## config.mk

```make
export PLATFORM = sky130hd
export DESIGN_NAME = perf_counter_bank_flat
export DESIGN_NICKNAME = d
export VERILOG_FILES = /design/src/rtl/perf_counter_bank_if.sv /design/src/rtl/perf_counter_bank.sv /design/src/flat_wrapper.sv
export SDC_FILE = /design/constraint.sdc
export NUM_CORES = 1
export LEC_CHECK = 0
export ABC_AREA = 1
export CELL_PAD_IN_SITES_DETAIL_PLACEMENT = 1
export CELL_PAD_IN_SITES_GLOBAL_PLACEMENT = 2
export CORE_MARGIN = 2
export CORE_UTILIZATION = 33
export CTS_CLUSTER_SIZE = 28
export DETAILED_ROUTE_END_ITERATION = 8
export GPL_ROUTABILITY_DRIVEN = 0
export PLACE_DENSITY = 0.77
export SLEW_MARGIN = 10
export SYNTH_ARGS = -nofsm -noshare
export SYNTH_HDL_FRONTEND = slang
export SYNTH_SLANG_ARGS = --single-unit
```

## constraint.sdc

```tcl
create_clock -name clk -period 1.95 [get_ports clk]
set_input_delay 0.4875 -clock clk [delete_from_list [all_inputs] [get_ports clk]]
set_output_delay 0.4875 -clock clk [all_outputs]
set_load 0.03 [all_outputs]
```

## src/rtl/perf_counter_bank_if.sv

```systemverilog
// perf_counter_bank_if: control, readout and status signals of the performance counter bank
interface perf_counter_bank_if #(
    parameter int NUM_CH = 6,
    parameter int CNT_W  = 32,
    parameter int SEL_W  = 3
);
    logic              en;
    logic [NUM_CH-1:0] events;
    logic              halt;
    logic              clear;
    logic              rd_req;
    logic [SEL_W-1:0]  rd_sel;
    logic              rd_valid;
    logic [CNT_W-1:0]  rd_data;
    logic [NUM_CH:0]   ovf;
    logic              frozen;
    modport master (
        output en, events, halt, clear, rd_req, rd_sel,
        input  rd_valid, rd_data, ovf, frozen
    );
    modport slave (
        input  en, events, halt, clear, rd_req, rd_sel,
        output rd_valid, rd_data, ovf, frozen
    );
endinterface

```

## src/rtl/perf_counter_bank.sv

```systemverilog
// perf_counter_bank: event/cycle counters with halt freeze, clear and registered readout.
// Define PERF_CNT_SATURATE_EN to saturate counters instead of wrapping.
module perf_counter_bank #(
    parameter int NUM_CH = 6,
    parameter int CNT_W  = 32,
    parameter int SEL_W  = 3
) (
    input logic clk,
    input logic rst,
    perf_counter_bank_if.slave bus
);
    typedef enum logic {RUN, FROZEN} state_t;
    state_t state, nextState;
    logic [CNT_W-1:0] cntArr [NUM_CH+1];
    logic [NUM_CH:0] ovfVec;
    logic [NUM_CH:0] hits;
    logic countOn;
    logic [CNT_W-1:0] selVal;
    always_ff @(posedge clk) begin
        state <= rst ? RUN : nextState;
    end
    always_comb begin
        nextState = bus.clear ? RUN : (state == RUN && bus.halt) ? FROZEN : state;
    end
    always_comb begin
        bus.frozen = state == FROZEN;
    end
    // top slot is the cycle counter, which counts on every enabled cycle
    assign hits = {1'b1, bus.events};
    assign countOn = state == RUN && bus.en;
    for (genvar i = 0; i <= NUM_CH; i++) begin : gCnt
        logic [CNT_W-1:0] c;
        logic o;
        always_ff @(posedge clk) begin
            if (rst || bus.clear) begin
                c <= '0;
                o <= 1'b0;
            end else if (countOn && hits[i]) begin
`ifdef PERF_CNT_SATURATE_EN
                if (&c) o <= 1'b1;
                else c <= c + CNT_W'(1);
`else
                c <= c + CNT_W'(1);
                if (&c) o <= 1'b1;
`endif
            end
        end
        assign cntArr[i] = c;
        assign ovfVec[i] = o;
    end
    assign bus.ovf = ovfVec;
    // out-of-range selects read as zero
    always_comb begin
        selVal = '0;
        for (int k = 0; k <= NUM_CH; k++)
            selVal = (bus.rd_sel == SEL_W'(k)) ? cntArr[k] : selVal;
    end
    always_ff @(posedge clk) begin
        bus.rd_valid <= !rst && bus.rd_req;
        bus.rd_data  <= (!rst && bus.rd_req) ? selVal : '0;
    end
endmodule

```

## src/flat_wrapper.sv

```systemverilog
// flat-port wrapper written by rule: the top's interface ports become plain ports
module perf_counter_bank_flat 
#(
    parameter int NUM_CH = 6,
    parameter int CNT_W  = 32,
    parameter int SEL_W  = 3
)
  (clk, rst, bus_en, bus_events, bus_halt, bus_clear, bus_rd_req, bus_rd_sel, bus_rd_valid, bus_rd_data, bus_ovf, bus_frozen);
  perf_counter_bank_if #(.NUM_CH(NUM_CH), .CNT_W(CNT_W), .SEL_W(SEL_W)) bus_i ();
  input logic clk;
  input logic rst;
  input wire logic [$bits(bus_i.en)-1:0] bus_en;
  input wire logic [$bits(bus_i.events)-1:0] bus_events;
  input wire logic [$bits(bus_i.halt)-1:0] bus_halt;
  input wire logic [$bits(bus_i.clear)-1:0] bus_clear;
  input wire logic [$bits(bus_i.rd_req)-1:0] bus_rd_req;
  input wire logic [$bits(bus_i.rd_sel)-1:0] bus_rd_sel;
  output wire logic [$bits(bus_i.rd_valid)-1:0] bus_rd_valid;
  output wire logic [$bits(bus_i.rd_data)-1:0] bus_rd_data;
  output wire logic [$bits(bus_i.ovf)-1:0] bus_ovf;
  output wire logic [$bits(bus_i.frozen)-1:0] bus_frozen;
  assign bus_i.en = bus_en;
  assign bus_i.events = bus_events;
  assign bus_i.halt = bus_halt;
  assign bus_i.clear = bus_clear;
  assign bus_i.rd_req = bus_rd_req;
  assign bus_i.rd_sel = bus_rd_sel;
  assign bus_rd_valid = bus_i.rd_valid;
  assign bus_rd_data = bus_i.rd_data;
  assign bus_ovf = bus_i.ovf;
  assign bus_frozen = bus_i.frozen;
  perf_counter_bank #(.NUM_CH(NUM_CH), .CNT_W(CNT_W), .SEL_W(SEL_W)) u_core (.clk(clk), .rst(rst), .bus(bus_i));
endmodule
```

Word-level counts from Yosys, hierarchy flattened

Index checks and enable logic that the tools add are counted.

Bitwise gates (word level): 1
Mux-type cells: 7
Add/sub/neg operators: 7
Reduce and logical (&&, ||, !) cells: 20
Equal/unequal tests: 6

Operator list:

| kind                                                                  | number |
|---|---|
| 33-bit AND reduction                                                  | 7 |
| 32-bit by 1-bit adder with 32-bit output, second input constant       | 7 |
| 32-bit two-way mux                                                    | 7 |
| 3-bit equality test, second input constant                            | 3 |
| 1-bit logical AND                                                     | 9 |
| 3-bit by 2-bit equality test with 1-bit output, second input constant | 2 |
| 3-bit by 1-bit equality test with 1-bit output, second input constant | 1 |
| 3-bit zero test                                                       | 1 |
| 2-bit OR reduction                                                    | 1 |
| 1-bit zero test                                                       | 1 |
| 1-bit logical OR                                                      | 1 |
| 1-bit inverter                                                        | 1 |

Output and inout port bits: 41
Bits of input ports: 15
Register bits after elaboration: 265
Logic and storage cells: 58

Logic depth before layout (Yosys ltp)

Gate-level depths: netlist of the first run.

Word-level depth: 8
Gate-level depth with buffers: 11
Mapped depth without buffers: 11

Least setup slack after synthesis of the first run

Ideal clock, no wire load.

Kind: flip-flop to flip-flop
Start: register u_core.state, in the netlist u_core.bus.frozen
End: register u_core.gCnt[1].c[15]
Setup time: 0.128 ns
Cell stages (with the launch flop): 10
Period minus slack after synthesis: 1.659 ns
Buffers on the path: 2
Setup slack: 0.291 ns
Data required time: 1.822 ns
Arrival time: 1.532 ns
Path through: dfxtp_1 > inv_2 > buf_4 > nand3_2 > buf_4 > nor3_2 > nand2_1 > nor2_1 > xor2_1 > nor2_1

Word-level cells in the longest chain between the ends: 3

RTL lines:

| element                | line                    | source |
|---|---|---|
| from (decl)            | perf_counter_bank.sv:13 | `state_t state, nextState;` |
| from (signal assigned) | perf_counter_bank.sv:20 | `state <= rst ? RUN : nextState;` |
| 1-bit inverter         | perf_counter_bank.sv:30 | `assign countOn = state == RUN && bus.en;` |
| 1-bit logical AND      | perf_counter_bank.sv:30 |  |
| 1-bit logical AND      | perf_counter_bank.sv:38 | `end else if (countOn && hits[i]) begin` |
| to (signal assigned)   | perf_counter_bank.sv:43 | `c <= c + CNT_W'(1);` |
| to (decl)              | perf_counter_bank.sv:32 | `logic [CNT_W-1:0] c;` |

Every way passes these cells.
A chain may end at the register's enable or synchronous reset.

Worst setup path in the final report of the first run

Start: input bus_rd_sel[2]
End: register u_core.bus.rd_data[13]

Word-level cells in the longest chain between the ends: 8
Elaborated cells between the ends (all ways): 14
Those cells by class: eq/ne: 6; mux: 7; reduce/logical: 1

RTL lines:

| element                          | line                       | source |
|---|---|---|
| from (decl)                      | flat_wrapper.sv:17         | `input wire logic [$bits(bus_i.rd_sel)-1:0] bus_rd_sel;` |
| 3-bit zero test                  | perf_counter_bank.sv:56    | `selVal = (bus.rd_sel == SEL_W'(k)) ? cntArr[k] : selVal;` |
| 32-bit two-way mux (6 in series) | perf_counter_bank.sv:56    |  |
| 32-bit two-way mux (*)           | perf_counter_bank.sv:56    |  |
| to (signal assigned)             | perf_counter_bank.sv:60    | `bus.rd_data <= (!rst && bus.rd_req) ? selVal : '0;` |
| to (decl)                        | perf_counter_bank_if.sv:23 | `output rd_valid, rd_data, ovf, frozen` |

Every way passes the cells marked *; elsewhere a longest branch is shown, timed or not.

==> impl_metrics.yaml, run 1 <==
grt:
  grt_overflow_total: 0
  grt_usage_pct: 27.3
  antenna_found_initial: 1
  grt_pass1_vias: 17509
  grt_pass1_wl_um: 101000
  grt_max_degree: 38
die:
  boundaryPins: 56
  die_area_mm2: 0.0487
  core_area_mm2: 0.0465
  start_util_pct: 33.4
  dieWidth_um: 221
  die_y_um: 221
  row_count: 79
final_layout:
  area_growth_pct: 24.5
  fin_util_pct: 41.5
  diodes: 0
  final_cell_area_mm2: 0.0193
  nNetsFinal: 2844
  n_fill_cell: 6202
  drive_gt1_share_pct: 9.63
power_and_ir_drop:
  pwr-share-clk_pct: 53.2
  p_int_mw: 10.1
  switching_share_pct: 23.7
  p_switching_mw: 3.12
  total_power_mw: 13.2
  power_frac_seq_pct: 41.4
  pwr_density_cell_mw_per_mm2: 683
  combPwrFrac_pct: 5.4
  p_leak_nw: 7.20
  ir_drop_mv: 0.573
place:
  hpwlAfterDp_um: 53000
  numPortBuffers: 55
  post-place-ws_ns: -0.539
  placed_cell_area_mm2: 0.0180
setup_path:
  reg2reg_depth: 10
  startpoint_type: "input port"
  critical_path_class: "in2reg"
  crit_arrival_ns: 2.36
  r2r-end: "u_core.gCnt[4].c[24]$_SDFFE_PP0N_"
  r2r_setup_slack_ns: 0.15
  end_kind: "flop"
  r2r-start: "u_core.gCnt[4].c[5]$_SDFFE_PP0N_"
  critical_path.max_fanout: 19
  worstPathRequired_ns: 2.40
sta:
  finClkSkew_ns: 0.0101
  hold_viol: 0
  slew_headroom_pct: 72.5
  period_needed_ns: 1.91
  rsz0062_at_grt: "false"
  finalSetupViolations: 0
  fin_crit_sh_pct: 98.0
  tightest_slew_ns: 0.409
  final_max_slew_viol_count: 0
  hold_slack_ns: 0.450
  timing.fmax_ghz: 0.523
  fin_ws_ns: 0.0390
logic_synthesis:
  ys_seq_elements: 265
  syn_nets: 2653
  synth_area_mm2: 0.0155
  synth_largest_area_cell: "dfxtp_1"
  syn_avg_cell_area_um2: 5.89
  ys_top_cells_by_count: "nand2_1 (772), nor2_1 (511), inv_1 (384), dfxtp_1 (265), a21oi_1 (159)"
  ys_types: 35
  synth_ff_type: "dfxtp_1"
  yosysMostFrequentCell: "nand2_1"
  ys_warn_count: 0
  synth_area_leaders: "dfxtp_1 (34%), nand2_1 (19%), nor2_1 (12%)"
  yosysSeqAreaShare_pct: 34.2
  postSynthCellCount: 2631
  synth_top_area_share_pct: 34.2
  synth_edf_count: 0
  synthArstFlopShare_pct: 0
detailed_routing:
  routed_wl_um: 66000
  first_iter_violations: 894
  postRouteAntennaNets: 0
  vias: 17326
  via_per_inst: 5.02
  first_pass_iters: 5
  routedWlPerCell_um: 19.1
  route.detailed.drc: 0
hold_path:
  hold_depth: 2
  hp-start: "u_core.gCnt[6].o$_SDFFE_PP0P_"
  hold_path_class: "reg2reg"
  holdPathEnd: "u_core.gCnt[6].o$_SDFFE_PP0P_"
outcome:
  outcome: "complete, no violations"
cts:
  clock_path_buffers: 3
  htree_levels: 2
  cts_made_buffers: 36
  clkLatencyLatePin_ns: 0.55
  cts_tree: "built"
  clkTransAtPathRegs_ns: 0.05
  clock_sinks: 265
  root_buffer: "clkbuf_16"
flow_run:
  drv_cap: 0
[power groups by stage]
stage	clock (mW)	sequential [mW]	combinational, mW
global route	7.39	5.45	0.764
global placement	0	5.57	0.703
floorplan	0	5.59	0.304
detailed placement	0	5.57	0.714
finish	7.02	5.45	0.710
CTS	7.20	5.45	0.709
[worst max-delay path by stage]
stage,startpoint,to,cells past startpoint
3_3_place_gp,bus_rd_sel[1],u_core.bus.rd_data[27]$_SDFF_PN0_,11
3_5_place_dp,bus_rd_sel[2],u_core.bus.rd_data[27]$_SDFF_PN0_,11
5_1_grt,bus_en,u_core.gCnt[5].c[23]$_SDFFE_PP0N_,11
4_1_cts,bus_rd_sel[2],u_core.bus.rd_data[27]$_SDFF_PN0_,11
2_1_floorplan,u_core.bus.frozen$_SDFFE_PP0P_,u_core.gCnt[1].c[15]$_SDFFE_PP0N_,9
6_report,bus_rd_sel[2],u_core.bus.rd_data[13]$_SDFF_PN0_,10
[routing by layer]
metal	vias to the layer above	global-route usage, %	share of wire (%)
met3	97	2.89	3.2
met1	8392	35.9	47
li1	8590	-	-
met5	-	0	0
met2	247	46.3	47
met4	0	9.87	3.5
[state kept, by name (all words and copies together) (netlist names)]
signal / cells
u_core.bus.frozen: 1
u_core.gCnt.c: 224
u_core.bus.rd_valid: 1
u_core.bus.rd_data: 32
u_core.gCnt.o: 7
[layout by cell type, fill, tap and decap left out, types with 5 or more instances in the layout]
cell type / instances
a21oi_1: 159
buf_12: 21
buf_4: 144
clkbuf_1: 5
clkbuf_16: 37
clkbuf_8: 10
clkdlybuf4s50_1: 14
clkinv_2: 5
dfxtp_1: 263
dlygate4sd2_1: 41
ha_1: 7
inv_1: 384
nand2_1: 771
nand3_1: 143
nand3b_1: 5
nand4_1: 71
nor2_1: 498
nor2_2: 23
nor2_4: 9
nor3_1: 26
o21a_1: 9
o21ai_0: 91
o22ai_1: 32
xnor2_1: 5
xor2_1: 35
[area by class of cell]
type / count / area, um2 / area share [%]
clock inverter: 10 / 153 / 0.791
multi-input combinational: 1909 / 8530 / 44.2
inverter: 389 / 1460 / 7.58
tap: 607 / 759 / 3.93
clock buffer: 52 / 1080 / 5.61
sequential: 265 / 5310 / 27.5
timing repair buffer: 221 / 2010 / 10.4
[stage by stage]
stage / setup TNS [ns] / instances
floorplan: 0 / 2631
global placement: -51.46 / 3390
detailed placement: -62.15 / 3390
CTS: 0 / 3452
global route: 0 / 3453
finish: 0 / 3453
[what timing repair did]
action,4_1_cts,5_1_grt
gates cloned,0,0
setup endpoints to repair,41,38
pin swaps,0,3
buffers inserted,0,1
resized for setup,41,23
hold buffers,0,0
[worst max-delay path: stages]
cell and delay [ns]:
clkdlybuf4s50_1 0.48, inv_1 0.09, nand3_1 0.16, buf_12 0.19, buf_4 0.15, o22ai_1 0.08
nor2_1 0.33, nand4_1 0.23, nand2_1 0.11, inv_1 0.04
[cells by family after synthesis]
kind of cell / synth area share, %
adder cells (fa/ha/maj): 0.565
buffers and inverters: 11.3
XOR/XNOR: 2.26
flip-flops: 34.2
AND/OR/NAND/NOR: 41.5
AO/OA/AOI/OAI: 10.1
(Power assumes the default switching activity.)
==> run 2: changes to the inputs <==
- CORE_MARGIN: 2 -> 5
==> run 2 against run 1 <==
Flip-flop and latch count unchanged. First-iteration DRC count is 19% higher. Via count rose by 0.57%. Critical path type unchanged.
==> impl_metrics.yaml, run 2 (synthesis gave the netlist of run 1 again) <==
outcome:
  outcome: "complete, no violations"
setup_path:
  cp_cell_sequence: "clkdlybuf4s50_1, inv_2, nand3_4, buf_12, buf_4, o22ai_1, nor2_1, buf_4, nand4_1, nand2_1, inv_1"
  worstPathRequired_ns: 2.39
  r2r_setup_slack_ns: 0.15
  reg2reg_depth: 9
  crit_arrival_ns: 2.35
  cp_slowest_cell: "clkdlybuf4s50_1"
  critical_path.max_fanout: 11
  critical_path_class: "in2reg"
  end_kind: "flop"
  startpoint_type: "input port"
  crit_top_cell: "buf_4"
  cp_slowest_stage_delay_ns: 0.58
  r2r-start: "u_core.bus.frozen$_SDFFE_PP0P_"
  r2r-end: "u_core.gCnt[4].c[16]$_SDFFE_PP0N_"
grt:
  top_usage_layer: "met2"
  antenna_found_initial: 0
  gr-usage-met1_pct: 32.4
  met3_usage_pct: 3.43
  grt_pass1_wl_um: 103000
  use_met2_pct: 45.1
  grt_overflow_total: 0
  grt_usage_pct: 25.6
  grt_max_degree: 33
  grt_pass1_vias: 17958
flow_run:
  drv_cap: 0
final_layout:
  multiInputGateArea_mm2: 0.00851
  area_growth_pct: 25.7
  top_regs: "u_core.gCnt.c (224), u_core.bus.rd_data (32), u_core.gCnt.o (7)"
  seq_area_mm2: 0.00531
  fin_util_pct: 41.9
  final_common_cell: "nand2_1"
  diodes: 0
  drive_gt1_share_pct: 10.3
  n_fill_cell: 6243
  top_register: "u_core.gCnt.c"
  largest_reg_flops: 224
  nNetsFinal: 2872
  final_cell_mix: "nand2_1 (772), nor2_1 (507), inv_1 (381), dfxtp_1 (262), buf_4 (170)"
cts:
  cts_made_buffers: 36
  clock_path_buffers: 3
  cts_setup_buffers: 0
  htree_levels: 2
  clock_sinks: 265
  clkLatencyLatePin_ns: 0.55
  cts_tree: "built"
  cts_hold_buf: 0
  clkTransAtPathRegs_ns: 0.06
  root_buffer: "clkbuf_16"
sta:
  final_max_slew_viol_count: 0
  finalSetupViolations: 0
  period_needed_ns: 1.90
  tightest_slew_ns: 0.447
  fin_crit_sh_pct: 97.6
  slew_headroom_pct: 70.2
  hold_slack_ns: 0.446
  timing.fmax_ghz: 0.525
  finClkSkew_ns: 0.0180
  hold_viol: 0
  rsz0062_at_grt: "false"
die:
  core_area_mm2: 0.0466
  boundaryPins: 56
  die_y_um: 227
  dieWidth_um: 227
  row_count: 79
  die_area_mm2: 0.0514
  start_util_pct: 33.3
detailed_routing:
  vias: 17425
  route.detailed.drc: 0
  routedWlPerCell_um: 19.2
  routed_wl_um: 67000
  first_iter_violations: 1064
  first_pass_iters: 7
  postRouteAntennaNets: 0
  via_per_inst: 5.01
hold_path:
  holdPathEnd: "u_core.gCnt[2].o$_SDFFE_PP0P_"
  hold_path_class: "reg2reg"
  hold_depth: 2
  hp-start: "u_core.gCnt[2].o$_SDFFE_PP0P_"
place:
  hpwlAfterDp_um: 54000
  numPortBuffers: 55
power_and_ir_drop:
  ir_drop_mv: 0.731
  p_leak_nw: 7.31
  total_power_mw: 13.1
  pwr_density_cell_mw_per_mm2: 671
-- run 2: cell count changes in the layout (fill, tap and decap cells not counted), sizes merged --
cell | previous run | this run
clkinvlp | 1 | 3
inv | 389 | 388
dlymetal6s2s | 0 | 2
clkdlybuf4s50 | 14 | 12
dlygate4sd2 | 41 | 40
buf | 166 | 193
-- run 2: timing repair --
item                                    in CTS  in global routing
resized for setup                           41                 24
endpoints found under the setup margin      41                 57
pin swaps                                    0                  2
gates cloned                                 0                  1
-- run 2: worst max-delay path, delay by kind of cell --
family                 cells  cell delay (ns)
AOI/OAI and AO/OA          1             0.08
buffers and inverters      6             1.16
and+or+nand+nor            4             0.60
-- run 2: per-layer routing --
metal	part of all wire [%]	vias to the layer above	wire [um]
met1	44	8364	29600
met5	0	-	0
li1	-	8649	-
met4	3.2	0	2140
met2	49	301	32700
met3	3.8	111	2560
-- run 2: worst max-delay path by stage --
stage          cells after the start  slack, ns                             start                           endpoint
4_1_cts                            1      0.001     u_core.gCnt[3].o$_SDFFE_PP0P_                         bus_ovf[3]
3_3_place_gp                      11      -0.58                     bus_rd_sel[0]   u_core.bus.rd_data[0]$_SDFF_PN0_
5_1_grt                            9       0.02  u_core.gCnt[5].c[0]$_SDFFE_PP0N_  u_core.gCnt[5].c[24]$_SDFFE_PP0N_
3_5_place_dp                      11      -0.56                     bus_rd_sel[0]   u_core.bus.rd_data[0]$_SDFF_PN0_
2_1_floorplan                      9       0.29    u_core.bus.frozen$_SDFFE_PP0P_  u_core.gCnt[1].c[15]$_SDFFE_PP0N_
6_report                          11       0.05                     bus_rd_sel[2]   u_core.bus.rd_data[0]$_SDFF_PN0_
-- run 2: power breakdown --
part | total (mW) | switching [mW] | internal [mW]
sequential | 5.45 | 0.0168 | 5.44
clock | 6.88 | 2.66 | 4.22
combinational | 0.757 | 0.466 | 0.291
-- run 2: layout make-up --
class                      count  share of cell area, %
inverter                     389                   7.52
timing repair buffer         249                   11.6
multi-input combinational   1909                   43.7
clock inverter                11                  0.821
sequential                   265                   27.2
tap                          607                   3.90
clock buffer                  50                   5.31
-- run 2: per-stage QoR --
step                      worst slack, ns  TNS (ns)  cell area (um2)  std cells
after global routing               0.0166         0            19500       3480
after floorplan                     0.291         0            15500       2631
final                              0.0461         0            19500       3480
after global placement             -0.578    -57.88            18300       3418
after detailed placement           -0.563    -67.24            18300       3418
after CTS                        0.000960         0            19400       3479
